<file path="src/rtl/msync_gen.sv">
// msync_gen: master sync pulse generator driving msync_n to the znd_blk,
// data_blk and eth_top channel consumers.
//
// Ports:
//   clk20      20 MHz clock
//   res_n      asynchronous active-low reset
//   mode       0 off, 1 internal timer, 2 wheel encoder, 3 external sync
//   period     internal timer period in clk20 cycles (values below 2 act as 2)
//   wheel_div  forward x4 encoder steps per sync (0 acts as 1)
//   holdoff    idle cycles enforced after each pulse
//   clr_ovr    level clear for overrun and quad_err
//   adp, bdp   wheel encoder phases A/B (asynchronous)
//   sync       external sync, active high (asynchronous)
//   msync_n    registered active-low sync pulse, PULSE_W cycles wide
//   sync_cnt   pulses issued, wrapping
//   wheel_pos  signed x4 encoder position, wrapping
//   wheel_dir  direction of last valid step (1 = forward)
//   overrun    sticky: a trigger arrived while busy and was dropped
//   quad_err   sticky: both encoder phases changed in the same cycle
module msync_gen #(
    parameter int PULSE_W = 4,
    parameter int FILT    = 3,
    parameter int PER_W   = 24
) (
    input  logic             clk20,
    input  logic             res_n,
    input  logic [1:0]       mode,
    input  logic [PER_W-1:0] period,
    input  logic [7:0]       wheel_div,
    input  logic [15:0]      holdoff,
    input  logic             clr_ovr,
    input  logic             adp,
    input  logic             bdp,
    input  logic             sync,
    output logic             msync_n,
    output logic [15:0]      sync_cnt,
    output logic [31:0]      wheel_pos,
    output logic             wheel_dir,
    output logic             overrun,
    output logic             quad_err
);
    localparam logic [1:0] IDLE = 2'd0;
    localparam logic [1:0] LOW  = 2'd1;
    localparam logic [1:0] HOLD = 2'd2;

    logic [2:0] raw, flt, chg;
    logic [1:0] ini;

    assign raw = {sync, bdp, adp};

    // Per input: two-flop synchronizer, then a stability filter. Until the
    // init flag is set the filter just tracks the input silently, so the
    // first stable level after reset never produces a step or an edge.
    for (genvar i = 0; i < 3; i++) begin : g_flt
        logic       s1_q, s2_q, f_q, f_d, ini_q, ini_d;
        logic [3:0] c_q, c_d;
        always_comb begin
            f_d   = f_q;
            ini_d = ini_q;
            c_d   = '0;
            if (!ini_q) begin
                f_d   = s2_q;
                ini_d = (s1_q == s2_q) && (s2_q == f_q) && (c_q == 4'(FILT - 1));
                c_d   = ((s1_q == s2_q) && (s2_q == f_q) && !ini_d) ? c_q + 4'd1 : '0;
            end else if (s2_q != f_q) begin
                f_d = (c_q == 4'(FILT - 1)) ? s2_q : f_q;
                c_d = (c_q == 4'(FILT - 1)) ? '0 : c_q + 4'd1;
            end
        end
        always_ff @(posedge clk20 or negedge res_n) begin
            if (!res_n) begin
                s1_q  <= 1'b0;
                s2_q  <= 1'b0;
                f_q   <= 1'b0;
                ini_q <= 1'b0;
                c_q   <= '0;
            end else begin
                s1_q  <= raw[i];
                s2_q  <= s1_q;
                f_q   <= f_d;
                ini_q <= ini_d;
                c_q   <= c_d;
            end
        end
        assign flt[i] = f_q;
        assign chg[i] = ini_q && (f_d != f_q);
        if (i < 2) begin : g_ini
            assign ini[i] = ini_q;
        end
    end

    // Quadrature decode on the pre-change {A,B}: a B change from an equal
    // pair, or an A change from an unequal pair, is a forward step.
    logic q_step, q_fwd, q_err;
    assign q_err  = &ini && chg[0] && chg[1];
    assign q_step = &ini && (chg[0] ^ chg[1]);
    assign q_fwd  = chg[1] ? (flt[0] == flt[1]) : (flt[0] != flt[1]);

    logic [1:0]        mode_q;
    logic              mode_chg;
    logic [PER_W-1:0]  tmr_q, tmr_d, per_eff;
    logic signed [8:0] acc_q, acc_d, acc_inc, div;
    logic              tmr_hit, whl_hit, req;
    logic [31:0]       pos_q, pos_d;
    logic              dir_q, dir_d;

    assign mode_chg = mode != mode_q;
    assign per_eff  = (period < PER_W'(2)) ? PER_W'(2) : period;
    assign tmr_hit  = tmr_q == per_eff - PER_W'(1);
    assign div      = (wheel_div == 8'd0) ? 9'sd1 : $signed({1'b0, wheel_div});
    assign acc_inc  = acc_q + 9'sd1;
    // >= rather than == so a wheel_div lowered below the running count fires
    // on the next forward step instead of overflowing the accumulator.
    assign whl_hit  = q_step && q_fwd && (acc_inc >= div);
    assign req      = !mode_chg && (((mode == 2'd1) && tmr_hit)
                                 || ((mode == 2'd2) && whl_hit)
                                 || ((mode == 2'd3) && chg[2] && !flt[2]));

    always_comb begin
        tmr_d = (mode_chg || (mode != 2'd1) || tmr_hit) ? '0 : tmr_q + PER_W'(1);
        acc_d = (mode_chg || (mode != 2'd2)) ? 9'sd0 :
                !q_step                      ? acc_q :
                q_fwd                        ? (whl_hit ? 9'sd0 : acc_inc) :
                (acc_q == -9'sd255)          ? acc_q : acc_q - 9'sd1;
        pos_d = !q_step ? pos_q : q_fwd ? pos_q + 32'd1 : pos_q - 32'd1;
        dir_d = q_step ? q_fwd : dir_q;
    end

    logic [1:0]  st_q, st_d;
    logic [7:0]  pcnt_q, pcnt_d;
    logic [15:0] hcnt_q, hcnt_d, hold_q, hold_d, scnt_q, scnt_d;
    logic        msync_q, ovr_q, ovr_d, qerr_q, qerr_d;

    always_comb begin
        st_d   = st_q;
        pcnt_d = pcnt_q;
        hcnt_d = hcnt_q;
        hold_d = hold_q;
        scnt_d = scnt_q;
        case (st_q)
            IDLE: if (req) begin
                st_d   = LOW;
                pcnt_d = '0;
                scnt_d = scnt_q + 16'd1;
            end
            LOW: if (pcnt_q == 8'(PULSE_W - 1)) begin
                st_d   = (holdoff == 16'd0) ? IDLE : HOLD;
                hcnt_d = '0;
                hold_d = holdoff;
            end else begin
                pcnt_d = pcnt_q + 8'd1;
            end
            HOLD: if (hcnt_q == hold_q - 16'd1) st_d = IDLE;
                  else hcnt_d = hcnt_q + 16'd1;
            default: st_d = IDLE;
        endcase
        // Set has priority over a simultaneous clear.
        ovr_d  = (req && (st_q != IDLE)) ? 1'b1 : clr_ovr ? 1'b0 : ovr_q;
        qerr_d = q_err ? 1'b1 : clr_ovr ? 1'b0 : qerr_q;
    end

    always_ff @(posedge clk20 or negedge res_n) begin
        if (!res_n) begin
            mode_q  <= 2'd0;
            tmr_q   <= '0;
            acc_q   <= '0;
            pos_q   <= '0;
            dir_q   <= 1'b0;
            st_q    <= IDLE;
            pcnt_q  <= '0;
            hcnt_q  <= '0;
            hold_q  <= '0;
            scnt_q  <= '0;
            msync_q <= 1'b1;
            ovr_q   <= 1'b0;
            qerr_q  <= 1'b0;
        end else begin
            mode_q  <= mode;
            tmr_q   <= tmr_d;
            acc_q   <= acc_d;
            pos_q   <= pos_d;
            dir_q   <= dir_d;
            st_q    <= st_d;
            pcnt_q  <= pcnt_d;
            hcnt_q  <= hcnt_d;
            hold_q  <= hold_d;
            scnt_q  <= scnt_d;
            msync_q <= st_d != LOW;
            ovr_q   <= ovr_d;
            qerr_q  <= qerr_d;
        end
    end

    assign msync_n   = msync_q;
    assign sync_cnt  = scnt_q;
    assign wheel_pos = pos_q;
    assign wheel_dir = dir_q;
    assign overrun   = ovr_q;
    assign quad_err  = qerr_q;
endmodule

</file>
<file path="config.mk">
export PLATFORM = sky130hd
export DESIGN_NAME = msync_gen
export DESIGN_NICKNAME = d
export VERILOG_FILES = /design/src/rtl/msync_gen.sv
export SDC_FILE = /design/constraint.sdc
export NUM_CORES = 1
export LEC_CHECK = 0
export ABC_AREA = 1
export BUFFER_PORTS_ARGS = -buffer_cell sky130_fd_sc_hd__buf_2
export CAP_MARGIN = 20
export CORE_ASPECT_RATIO = 1.2
export CORE_MARGIN = 2
export CORE_UTILIZATION = 55
export CTS_BUF_LIST = sky130_fd_sc_hd__clkbuf_4 sky130_fd_sc_hd__clkbuf_8
export CTS_CLUSTER_DIAMETER = 150
export DETAILED_ROUTE_END_ITERATION = 6
export GPL_TIMING_DRIVEN = 0
export PLACE_DENSITY = 0.76
export SYNTH_ARGS = -nofsm -noshare
export SYNTH_HDL_FRONTEND = slang
export SYNTH_SLANG_ARGS = --single-unit
</file>
<file path="constraint.sdc">
create_clock -name clk20 -period 8.66 [get_ports clk20]
set_input_delay 1.732 -clock clk20 [delete_from_list [all_inputs] [get_ports clk20]]
set_output_delay 1.732 -clock clk20 [all_outputs]
set_load 0.05 [all_outputs]
</file>
# [Yosys cells after proc, flatten, opt, wreduce, memory -nomap -nowiden]
# Cells that the tools add are included.
[word_totals] word_cells=175 in_bits=56 ff_bits=153
[op_classes] n_addsub=13 n_reduce_logical=48 eq_ne=35 mux=48 order_cmp=2 bitwise_logic=1
[op_table] cell="24-bit 2-to-1 mux" n=2
[op_table] cell="4-bit 2-to-1 mux" n=12
[op_table] cell="9-bit 2-to-1 mux" n=5
[op_table] cell="16-bit by 1-bit adder with 16-bit output (second input constant)" n=2
[op_table] cell="32-bit by 1-bit adder with 32-bit output (second input constant)" n=1
[op_table] cell="16-bit 2-to-1 mux" n=2
[op_table] cell="32-bit 2-to-1 mux" n=1
[op_table] cell="16-bit case mux with 2 select lines" n=1
[op_table] cell="32-bit by 1-bit subtractor with 32-bit output (second input constant)" n=1
[op_table] cell="24-bit by 1-bit adder with 24-bit output (second input constant)" n=1
[op_table] cell="24-bit equality test" n=1
[op_table] cell="24-bit by 2-bit < comparator with 1-bit output (second input constant)" n=1
[op_table] cell="8-bit 2-to-1 mux" n=3
[op_table] cell="24-bit by 1-bit subtractor with 24-bit output (second input constant)" n=1
[op_table] cell="1-bit logical AND" n=23
[op_table] cell="16-bit equality test" n=1
[op_table] cell="16-bit zero test" n=1
[op_table] cell="1-bit 2-to-1 mux" n=16
[op_table] cell="8-bit case mux with 2 select lines" n=1
[op_table] cell="16-bit by 1-bit subtractor with 16-bit output (second input constant)" n=1
[op_table] cell="4-bit by 1-bit adder with 4-bit output (second input constant)" n=3
[op_table] cell="4-bit by 2-bit equality test with 1-bit output (second input constant)" n=3
[op_table] cell="2-bit nonzero test" n=6
[op_table] cell="2-bit != test (second input constant)" n=5
[op_table] cell="other kinds (22)" n=53

# [Logic depth before layout (Yosys ltp)]
# Gate-level depths: netlist of the first run.
[logic_depth] depth_word=17 depth_mapped=25 ltp_nobuf=24

# [Worst setup path after synthesis of the first run]
# OpenSTA, ideal clock, no wires.
[synth_path] path_kind="input to register" from="input port period[13]" to="register scnt_q[11] (netlist: sync_cnt[11])" path_stages=23 setup_time_ps=120 required_ps=8540 arrival_ps=4058 setup_slack_ps=4483 path_cell_list="nor2_1 nand2_2 nor2_4 nand3_4 buf_6 nand2_1 ha_1 nand2_1 nor2_2 nand2_1 nor2_1 xor2_1 nand2_1 nand2_1 nor2_1 nand2_1 nor2_2 nand3_2 nand3_4 nand3_4 buf_6 nand2_1 nand2_1"
[synth_between] elab_chain_cells=9
[synth_rtl] element="start: declaration" line="28" source="input logic [PER_W-1:0] period,"
[synth_rtl] element="24-bit by 2-bit < comparator with 1-bit output" line="108" source="assign per_eff = (period < PER_W'(2)) ? PER_W'(2) : period;"
[synth_rtl] element="24-bit 2-to-1 mux (*)" line="108"
[synth_rtl] element="24-bit by 1-bit subtractor with 24-bit output (*)" line="109" source="assign tmr_hit = tmr_q == per_eff - PER_W'(1);"
[synth_rtl] element="24-bit equality test (*)" line="109"
[synth_rtl] element="1-bit logical AND (*)" line="115" source="assign req = !mode_chg && (((mode == 2'd1) && tmr_hit)"
[synth_rtl] element="1-bit logical OR (*)" line="116" source="|| ((mode == 2'd2) && whl_hit)"
[synth_rtl] element="1-bit logical OR (*)" line="117" source="|| ((mode == 2'd3) && chg[2] && !flt[2]));"
[synth_rtl] element="1-bit logical AND (*)" line="115"
[synth_rtl] element="2-bit AND reduction (no line) (*)"
[synth_rtl] element="end signal: assignment" line="187" source="scnt_q <= scnt_d;"
[synth_rtl] element="end: declaration" line="131" source="logic [15:0] hcnt_q, hcnt_d, hold_q, hold_d, scnt_q, scnt_d;"
# Mark *: on every way between the ends. The rest lies on a longest branch, timed or not.
# A chain may end at the register's enable or synchronous reset.

# [Final worst setup path of the first run]
[layout_path] from="register g_flt[1].c_q[0]" to="register pos_q[26] (netlist: wheel_pos[26])"
[layout_between] elab_chain_cells=8
[layout_rtl] element="start: declaration" line="56" source="logic [3:0] c_q, c_d;"
[layout_rtl] element="start signal: assignment" line="76" source="c_q <= '0;"
[layout_rtl] element="start signal: assignment" line="82" source="c_q <= c_d;"
[layout_rtl] element="4-bit by 2-bit equality test with 1-bit output (*)" line="66" source="f_d = (c_q == 4'(FILT - 1)) ? s2_q : f_q;"
[layout_rtl] element="1-bit 2-to-1 mux (*)" line="66"
[layout_rtl] element="1-bit 2-to-1 mux (*)" line="65" source="end else if (s2_q != f_q) begin"
[layout_rtl] element="1-bit 2-to-1 mux (*)" line="61" source="if (!ini_q) begin"
[layout_rtl] element="1-bit != test (*)" line="86" source="assign chg[i] = ini_q && (f_d != f_q);"
[layout_rtl] element="1-bit logical AND (*)" line="86"
[layout_rtl] element="1-bit 2-to-1 mux or 1-bit bitwise XOR (tied branches)" line="97, 96"
[layout_rtl] element="32-bit 2-to-1 mux or 1-bit logical AND (tied branches)" line="125, 96"
[layout_rtl] element="end signal: assignment" line="181" source="pos_q <= pos_d;"
[layout_rtl] element="end: declaration" line="104" source="logic [31:0] pos_q, pos_d;"
# Marked as above.

==> flow_summary.json, run 1 <==
{
  "status": "finished clean",
  "multi_input_area_mm2": 0.00654,
  "critPathKind": "reg2reg",
  "die_x_um": 135,
  "setup_viol": 0,
  "synthDistinctLibCells": 61,
  "synth_top_family_by_area": "simple AND/OR/NAND/NOR gates",
  "ys.flop_type": "dfrtp_1",
  "synth_async_sr_flop_share_pct": 100,
  "fin_setup_tns_ns": 0,
  "final_area_mm2": 0.0126,
  "grt_max_degree": 86,
  "antenna_left": 0,
  "synth.most_common_cell": "nand2_1",
  "root_buffer": "clkbuf_8",
  "io_buffers": 107,
  "cts_buffers": 17,
  "worst_setup_path_start_kind": "register",
  "min-delay-path-class": "reg2reg",
  "grt_pass1_vias": 10100,
  "ys_ff_latch": 153,
  "pin_count": 108,
  "dpl_cell_area_mm2": 0.0122,
  "yosysTopAreaCell": "dfrtp_1",
  "synth_area_mm2": 0.0113,
  "clock-sinks": 153,
  "clockBufferDepth": 2,
  "yosysSeqAreaShare_pct": 34.0,
  "yosys_warnings": 0,
  "min_period_ns": 4.68,
  "post_cts_resized": 0,
  "antenna_found_initial": 0,
  "htree_levels": 4,
  "slew_headroom_pct": 54.4,
  "fin_worst_skew_ns": 0.0219,
  "route.detailed.drc": 0,
  "yosys.area_share.adder_pct": 6.06,
  "r2r_setup_slack_ns": 3.98,
  "first_iter_violations": 543,
  "synth_cells": 1555,
  "hold_viol": 0,
  "cp_max_fo": 20,
  "cp-startpoint": "g_flt[1].c_q[0]$_DFF_PN0_",
  "initial_core_util_pct": 55.8,
  "finalCritPeriodShare_pct": 54.0,
  "num_vias": 10300,
  "holdBufCountCts": 0,
  "synth_commonest_cells": "nand2_1, inv_1, nor2_1",
  "p_leak_nw": 6.46,
  "clock.fmax_mhz": 214,
  "rsz0062_at_grt": "no",
  "syn-num-nets": 1665,
  "layout.area.seq_mm2": 0.00383,
  "required_ns": 9.02,
  "p_per_area_mw_per_mm2": 247,
  "grt_use_total_pct": 25.0,
  "synth_edf_count": 0,
  "reg2reg_to": "wheel_pos[26]$_DFFE_PN0P_",
  "num_antenna_cells": 0,
  "fillers": 1849,
  "tightest_slew_ns": 0.680,
  "clk_latency_ns": 0.47,
  "syn2layout_area_growth_pct": 12.1,
  "whs_ns": 0.412,
  "critPathArrivalTime_ns": 5.04,
  "worst_setup_path_end_kind": "register",
  "drv_slew": 0,
  "routabilityCongestion": 0.914,
  "drive_gt1_share_pct": 12.9,
  "post_cts_buffers": 0,
  "reg2reg_depth": 22,
  "grt_pass1_wl_um": 44600,
  "num-nets-final": 1793,
  "vias_per_cell": 5.26,
  "detailed_place_hpwl_um": 20200,
  "avgSynthCellArea_um2": 7.25,
  "globalRoute.totalOverflow": 0,
  "dieArea_mm2": 0.0217,
  "final_util_pct": 62.6,
  "core_area_mm2": 0.0202,
  "cts_tree": "built",
  "rows": 57,
  "synthXorXnorAreaFrac_pct": 10.3,
  "peakVddDrop_v": 0.000260,
  "clk_pin_slew_ns": 0.09,
  "routed_wl_um": 25900,
  "firstDrtPassIters": 5,
  "crit_path_end": "wheel_pos[26]$_DFFE_PN0P_",
  "maxCapViolCount": 0,
  "die_h_um": 161,
  "synth_compound_area_share_pct": 9.26,
  "post_drt_wl_per_cell_um": 13.2,
  "synth_area_leaders": "dfrtp_1, nand2_1, xor2_1, inv_1, ha_1",
  "synthSimpleGateAreaFrac_pct": 32.2,
  "synth_mux_area_share_pct": 0.178,
  "regToRegStartpoint": "g_flt[1].c_q[0]$_DFF_PN0_",
  "yosysTopAreaCellShare_pct": 33.8
}
-- layer usage --
layer | GRT usage, % | share of wire, %
met1 | 30.7 | 44
met2 | 44.6 | 50
met3 | 3.69 | 3.8
met4 | 8.33 | 2.4
met5 | 0 | 0
-- worst min path at each step --
| stage | slack (ns) | startpoint | end | cells after the start |
|---|---|---|---|---|
| 2_1_floorplan | 0.37 | g_flt[0].s1_q$_DFF_PN0_ | g_flt[0].s2_q$_DFF_PN0_ | 0 |
| 3_3_place_gp | 0.38 | g_flt[0].s1_q$_DFF_PN0_ | g_flt[0].s2_q$_DFF_PN0_ | 0 |
| 3_5_place_dp | 0.40 | g_flt[1].s1_q$_DFF_PN0_ | g_flt[1].s2_q$_DFF_PN0_ | 0 |
| 4_1_cts | 0.42 | g_flt[1].s1_q$_DFF_PN0_ | g_flt[1].s2_q$_DFF_PN0_ | 0 |
| 5_1_grt | 0.43 | g_flt[0].s1_q$_DFF_PN0_ | g_flt[0].s2_q$_DFF_PN0_ | 0 |
| 6_report | 0.41 | g_flt[1].s1_q$_DFF_PN0_ | g_flt[1].s2_q$_DFF_PN0_ | 0 |
-- critical path, stage by stage, from the launching register on --
cell	delay, ns
dfrtp_1	0.42
inv_1	0.07
ha_1	0.13
nand2_1	0.09
nor2_1	0.15
nand2_1	0.10
xor2_1	0.34
clkinv_1	0.66
buf_16	0.40
ha_1	0.34
a21oi_1	0.24
inv_1	0.06
a21oi_1	0.12
nand2_1	0.06
a21oi_1	0.31
o21ai_0	0.23
nand2_1	0.13
o21ai_0	0.15
nand2_1	0.10
nand2_1	0.06
or2_2	0.27
nand3_1	0.07
nand2_1	0.05
-- area by class of cell --
type / count / share of cell area (%)
Clock buffer: 17 / 1.85
Clock inverter: 15 / 1.61
Inverter: 204 / 6.08
Tap cell: 265 / 2.62
Timing Repair Buffer: 109 / 4.72
Sequential cell: 153 / 30.3
Buffer: 25 / 1.08
Multi-Input combinational cell: 1173 / 51.7
-- power breakdown --
| group | internal, mW | switching [mW] | total (mW) |
|---|---|---|---|
| Sequential | 0.781 | 0.0612 | 0.842 |
| Combinational | 0.585 | 1.09 | 1.67 |
| Clock | 0.298 | 0.311 | 0.609 |
-- cell families after synthesis --
| logic type | after synthesis |
|---|---|
| and+or+nand+nor | 800 |
| buffers and inverters | 229 |
| AOI/OAI and AO/OA | 185 |
| DFF | 153 |
| xor gates and xnor gates | 132 |
| adders and majority gates | 54 |
| muxes | 2 |
-- state kept, by name, summed over array words and instances, names as in the netlist, 8 cells and up --
signal and flops:
wheel_pos 32, tmr_q 24, hcnt_q 16, hold_q 16
sync_cnt 16, g_flt.c_q 12, acc_q 9, pcnt_q 8
-- stage by stage --
| step | total power [mW] | setup WS, ns | cells |
|---|---|---|---|
| after floorplan | 2.12 | 4.48 | 1555 |
| after global placement | 2.44 | 3.56 | 1927 |
| after detailed placement | 2.51 | 3.72 | 1929 |
| after CTS | 3.13 | 4.01 | 1961 |
| after global routing | 3.38 | 3.57 | 1961 |
| final | 3.12 | 3.98 | 1961 |
-- placed cells by master (no fill, tap or decap), types with 8 or more instances in the layout --
cell type	count
a21oi_1	60
buf_2	110
clkbuf_1	14
clkbuf_8	17
dfrtp_1	152
ha_1	53
inv_1	197
nand2_1	385
nand3_1	89
nand3b_1	8
nand4_1	46
nor2_1	157
nor2_2	18
nor3_1	33
nor4_1	14
o21ai_0	79
o21ai_1	9
or2_2	21
xnor2_1	43
xor2_1	88
No activity file was read; power rests on OpenSTA's default activity.
==> run 2, diff against run 1 <==
clock period = 4.4 ns   (was 8.66 ns; I/O delays follow)
==> flow_summary.json, run 2 (synthesis gave the netlist of run 1 again) <==
{
  "combPwrFrac_pct": 53.7,
  "required_ns": 4.76,
  "fillers": 1846,
  "seq_power_share_pct": 26.9,
  "critPathArrivalTime_ns": 4.34,
  "initial_core_util_pct": 55.8,
  "pin_count": 108,
  "final_common_cell": "nand2_1",
  "globalRoute.totalOverflow": 0,
  "p_sw_mw": 2.89,
  "core_area_mm2": 0.0202,
  "cp_slowest_cell": "dfrtp_1",
  "dpl_worst_slack_ns": -0.217,
  "rows": 57,
  "setup_viol": 0,
  "regToRegStartpoint": "g_flt[1].c_q[0]$_DFF_PN0_",
  "clk_pin_slew_ns": 0.10,
  "status": "finished clean",
  "num-nets-final": 1793,
  "dieArea_mm2": 0.0217,
  "routabilityCongestion": 0.914,
  "hold_viol": 0,
  "tightest_slew_ns": 0.641,
  "drv_slew": 0,
  "htree_levels": 4,
  "reg2reg_depth": 22,
  "swShare_pct": 46.8,
  "largest_reg_flops": 32,
  "io_buffers": 107,
  "grt_max_degree": 86,
  "crit_top_cell": "nand2_1",
  "finalCritPeriodShare_pct": 90.6,
  "drive_gt1_share_pct": 13.0,
  "reg2reg_to": "wheel_pos[26]$_DFFE_PN0P_",
  "post_drt_wl_per_cell_um": 13.2,
  "dp_cells": 1929,
  "vias_per_cell": 5.25,
  "mostFrequentLayoutCells": "nand2_1, inv_1, nor2_1",
  "first_iter_violations": 495,
  "final_util_pct": 62.7,
  "critPathKind": "reg2reg",
  "fin_setup_tns_ns": 0,
  "routed_wl_um": 25900,
  "slew_headroom_pct": 57.2,
  "num_vias": 10300,
  "holdBufCountCts": 0,
  "rsz0062_at_grt": "no",
  "cts_buffers": 17,
  "clock.fmax_mhz": 251,
  "fin_worst_skew_ns": 0.0223,
  "max_stage_delay_ns": 0.42,
  "cts_tree": "built",
  "firstDrtPassIters": 5,
  "min_period_ns": 3.99,
  "path_cells": "inv_1 > ha_1 > nand2_1 > nor2_1 > nand2_1 > xor2_2 > inv_4 > buf_16 > ha_1 > a21oi_1 > inv_1 > a21oi_1 > nand2_1 > a21oi_1 > o21ai_0 > nand2_1 > o21ai_0 > nand2_1 > nand2_1 > or2_2 > nand3_1 > nand2_1",
  "syn2layout_area_growth_pct": 12.2,
  "min-delay-path-class": "in2async",
  "grt_use_total_pct": 25.0,
  "root_buffer": "clkbuf_8",
  "die_h_um": 161,
  "setup_ws_ns": 0.413,
  "grt_pass1_wl_um": 44600,
  "worst_setup_path_start_kind": "register",
  "worst_setup_path_end_kind": "register",
  "die_x_um": 135,
  "internal_power_mw": 3.28,
  "antenna_found_initial": 0,
  "cp_max_fo": 20,
  "num_antenna_cells": 0,
  "r2r_setup_slack_ns": 0.41,
  "clkPwrFrac_pct": 19.4,
  "route.detailed.drc": 0,
  "p_per_area_mw_per_mm2": 488,
  "p_leak_nw": 6.46,
  "fin_cells": 1961,
  "detailed_place_hpwl_um": 20200,
  "peakVddDrop_v": 0.000513,
  "clockBufferDepth": 2,
  "clock-sinks": 153,
  "maxCapViolCount": 0,
  "antenna_left": 0,
  "clk_latency_ns": 0.47,
  "grt_pass1_vias": 10100
}
## run 2: metal layers
metal / track usage [%] / share of wire (%)
met5: 0 / 0
met4: 8.33 / 2.3
met3: 3.69 / 3.6
met2: 44.6 / 50
met1: 30.7 / 44
## run 2: timing repair
| action | in CTS | in global routing |
|---|---|---|
| cloned | 0 | 0 |
| buffers inserted | 0 | 0 |
| hold endpoints to repair | 0 | 0 |
| endpoints found under the setup margin | 5 | 6 |
| resized for setup | 1 | 2 |
## run 2: worst max path at each step
stage                                    startpoint                   endpoint  slack (ns)  depth (start not counted)
final                     g_flt[1].c_q[0]$_DFF_PN0_  wheel_pos[26]$_DFFE_PN0P_        0.41                         22
after global routing      g_flt[1].c_q[0]$_DFF_PN0_  wheel_pos[18]$_DFFE_PN0P_        0.08                         22
after CTS                 g_flt[1].c_q[0]$_DFF_PN0_  wheel_pos[26]$_DFFE_PN0P_        0.08                         22
after floorplan           g_flt[1].c_q[0]$_DFF_PN0_  wheel_pos[26]$_DFFE_PN0P_        0.43                         21
after detailed placement  g_flt[1].c_q[0]$_DFF_PN0_  wheel_pos[26]$_DFFE_PN0P_       -0.22                         22
after global placement    g_flt[1].c_q[0]$_DFF_PN0_  wheel_pos[26]$_DFFE_PN0P_       -0.63                         19
## run 2: per-stage QoR
stage / cell area (µm²) / hold slack (ns) / total power [mW]
after global placement: 12100 / 0.381 / 4.80
after floorplan: 11300 / 0.372 / 4.18
after CTS: 12600 / 0.408 / 6.17
after detailed placement: 12200 / 0.398 / 4.94
final: 12600 / 0.392 / 6.17
after global routing: 12600 / 0.428 / 6.67
## run 2: area by class of cell
type	count	area, µm²	area share [%]
buffer	25	136	1.08
sequential	153	3830	30.3
tap	265	332	2.62
clock inverter	15	204	1.61
clock buffer	17	234	1.85
multi-input combinational	1173	6540	51.7
inverter	204	771	6.09
timing repair buffer	109	597	4.72
## run 2: power groups by stage
stage	Clock, mW	Combinational [mW]	Sequential, mW
3_5_place_dp	0	3.25	1.69
4_1_cts	1.23	3.28	1.66
3_3_place_gp	0	3.12	1.68
5_1_grt	1.29	3.70	1.68
2_1_floorplan	0	2.26	1.91
6_report	1.20	3.31	1.66
## run 2: worst max-delay path, delay by kind of cell, from the launching register on
family,cells,cell delay [ns]
flops,1,0.42
compound gates,5,1.04
simple gates,10,1.12
fa+ha+maj,2,0.47
buf+inv,4,0.51
xor+xnor,1,0.31
==> run 3, diff against run 2 <==
CORE_UTILIZATION = 60   (was 55)
PLACE_DENSITY = 0.82   (was 0.76)
==> flow_summary.json, run 3 (synthesis gave the netlist of run 1 again) <==
{
  "peakVddDrop_v": 0.000518,
  "largest_reg_flops": 32,
  "num_antenna_cells": 0,
  "io_buffers": 107,
  "cp-startpoint": "g_flt[1].c_q[0]$_DFF_PN0_",
  "clock.fmax_mhz": 253,
  "antenna_found_initial": 0,
  "whs_ns": 0.398,
  "vias_per_cell": 5.34,
  "top_layer": "met4",
  "max_stage_delay_ns": 0.48,
  "cp_max_fo": 10,
  "worst_setup_path_start_kind": "register",
  "htree_levels": 4,
  "power_mw": 6.00,
  "drv_slew": 0,
  "worst_setup_path_end_kind": "register",
  "min_period_ns": 3.95,
  "syn2layout_area_growth_pct": 11.4,
  "globalRoute.totalOverflow": 0,
  "post_drt_wl_per_cell_um": 13.2,
  "dp_cells": 1916,
  "antenna_left": 0,
  "pin_count": 108,
  "post_cts_resized": 1,
  "mostFrequentLayoutCells": "nand2_1, inv_1, nor2_1",
  "cp_slowest_cell": "fa_1",
  "grt_pass1_wl_um": 43500,
  "die_x_um": 129,
  "setup_viol": 0,
  "p_per_area_mw_per_mm2": 477,
  "cts_tree": "built",
  "clk_latency_ns": 0.47,
  "crit_top_cell": "nand2_1",
  "clockBufferDepth": 2,
  "core_area_mm2": 0.0183,
  "routabilityCongestion": 0.937,
  "grt_max_degree": 81,
  "num_vias": 10400,
  "fin_worst_skew_ns": 0.0157,
  "critPathArrivalTime_ns": 4.36,
  "grt_pass1_vias": 9935,
  "fin_setup_tns_ns": 0,
  "die_h_um": 154,
  "drive_gt1_share_pct": 13.0,
  "final_util_pct": 68.6,
  "critPathKind": "reg2reg",
  "finalCritPeriodShare_pct": 89.9,
  "met3_length_um": 889,
  "min-delay-path-class": "in2async",
  "required_ns": 4.80,
  "hold_viol": 0,
  "status": "finished clean",
  "num-nets-final": 1793,
  "drt-met1-wl_um": 11400,
  "clk_pin_slew_ns": 0.10,
  "rsz0062_at_grt": "no",
  "fin_cells": 1948,
  "wl_met2_um": 12900,
  "setup_ws_ns": 0.446,
  "rows": 54,
  "final_area_mm2": 0.0126,
  "routed_wl_um": 25700,
  "dpl_worst_slack_ns": -0.172,
  "detailed_place_hpwl_um": 20000,
  "holdBufCountCts": 0,
  "dpl_cell_area_mm2": 0.0122,
  "regToRegStartpoint": "g_flt[1].c_q[0]$_DFF_PN0_",
  "initial_core_util_pct": 61.5,
  "cts_buffers": 17,
  "dieArea_mm2": 0.0199,
  "clock-sinks": 153,
  "post_cts_buffers": 0,
  "p_leak_nw": 6.43,
  "firstDrtPassIters": 5,
  "slew_headroom_pct": 54.3,
  "root_buffer": "clkbuf_8",
  "tightest_slew_ns": 0.685,
  "path_cells": "inv_1 > ha_1 > nand2_1 > nor2_1 > nand2_1 > xor2_2 > clkbuf_1 > fa_1 > o21ai_0 > a21oi_1 > o21ai_0 > nand2_1 > o21ai_0 > nand2_1 > nand2_1 > or2_2 > nand3_1 > nand2_1",
  "maxCapViolCount": 0,
  "final_common_cell": "nand2_1",
  "first_iter_violations": 629,
  "grt_use_total_pct": 26.6,
  "route.detailed.drc": 0
}
## run 3: cell count changes in the layout (fill, tap and decap cells not counted)
| cell | previous run | this run |
|---|---|---|
| bufinv_16 | 3 | 0 |
| clkinv_2 | 0 | 1 |
| inv_8 | 4 | 2 |
| inv_6 | 5 | 4 |
| clkbuf_8 | 17 | 18 |
| clkinv_4 | 2 | 4 |
| clkinvlp_4 | 1 | 2 |
| clkbuf_4 | 0 | 1 |
## run 3: critical path, delay by kind of cell, from the launching register on
| kind | cells | cell delay, ns |
|---|---|---|
| xor+xnor | 1 | 0.20 |
| simple gates | 9 | 0.92 |
| fa+ha+maj | 2 | 0.61 |
| buf+inv | 2 | 0.35 |
| compound gates | 4 | 1.39 |
| flops | 1 | 0.42 |
## run 3: per-layer routing
layer  vias to the layer above  track usage, %
met2                       234            46.7
met5                         -               0
li1                       5315               -
met1                      4816            32.8
met4                         0            10.5
met3                        44            3.48
## run 3: worst paths after layout
kind / to / slack (ns) / cells after the start
setup / recovery: wheel_pos[26]$_DFFE_PN0P_ / 0.45 / 18
hold / removal: wheel_pos[6]$_DFFE_PN0P_ / 0.40 / 1
setup reg to reg: wheel_pos[26]$_DFFE_PN0P_ / 0.45 / 18
hold reg to reg: g_flt[0].s2_q$_DFF_PN0_ / 0.40 / 0
max in group asynchronous: msync_n$_DFF_PN1_ / 3.14 / 2
min in group clk20: g_flt[0].s2_q$_DFF_PN0_ / 0.40 / 0
## run 3: layout make-up
type	count	area, µm²
sequential	153	3830
inverter	204	771
timing repair buffer	109	597
multi-input combinational	1173	6540
tap	252	315
buffer	25	136
clock buffer	19	255
fill	1594	5750
clock inverter	13	113
## run 3: power breakdown
| part | internal (mW) | total, mW | switching (mW) |
|---|---|---|---|
| sequential | 1.54 | 1.66 | 0.124 |
| clock | 0.427 | 1.01 | 0.586 |
| combinational | 1.16 | 3.32 | 2.16 |
| total | 3.12 | 6.00 | 2.87 |
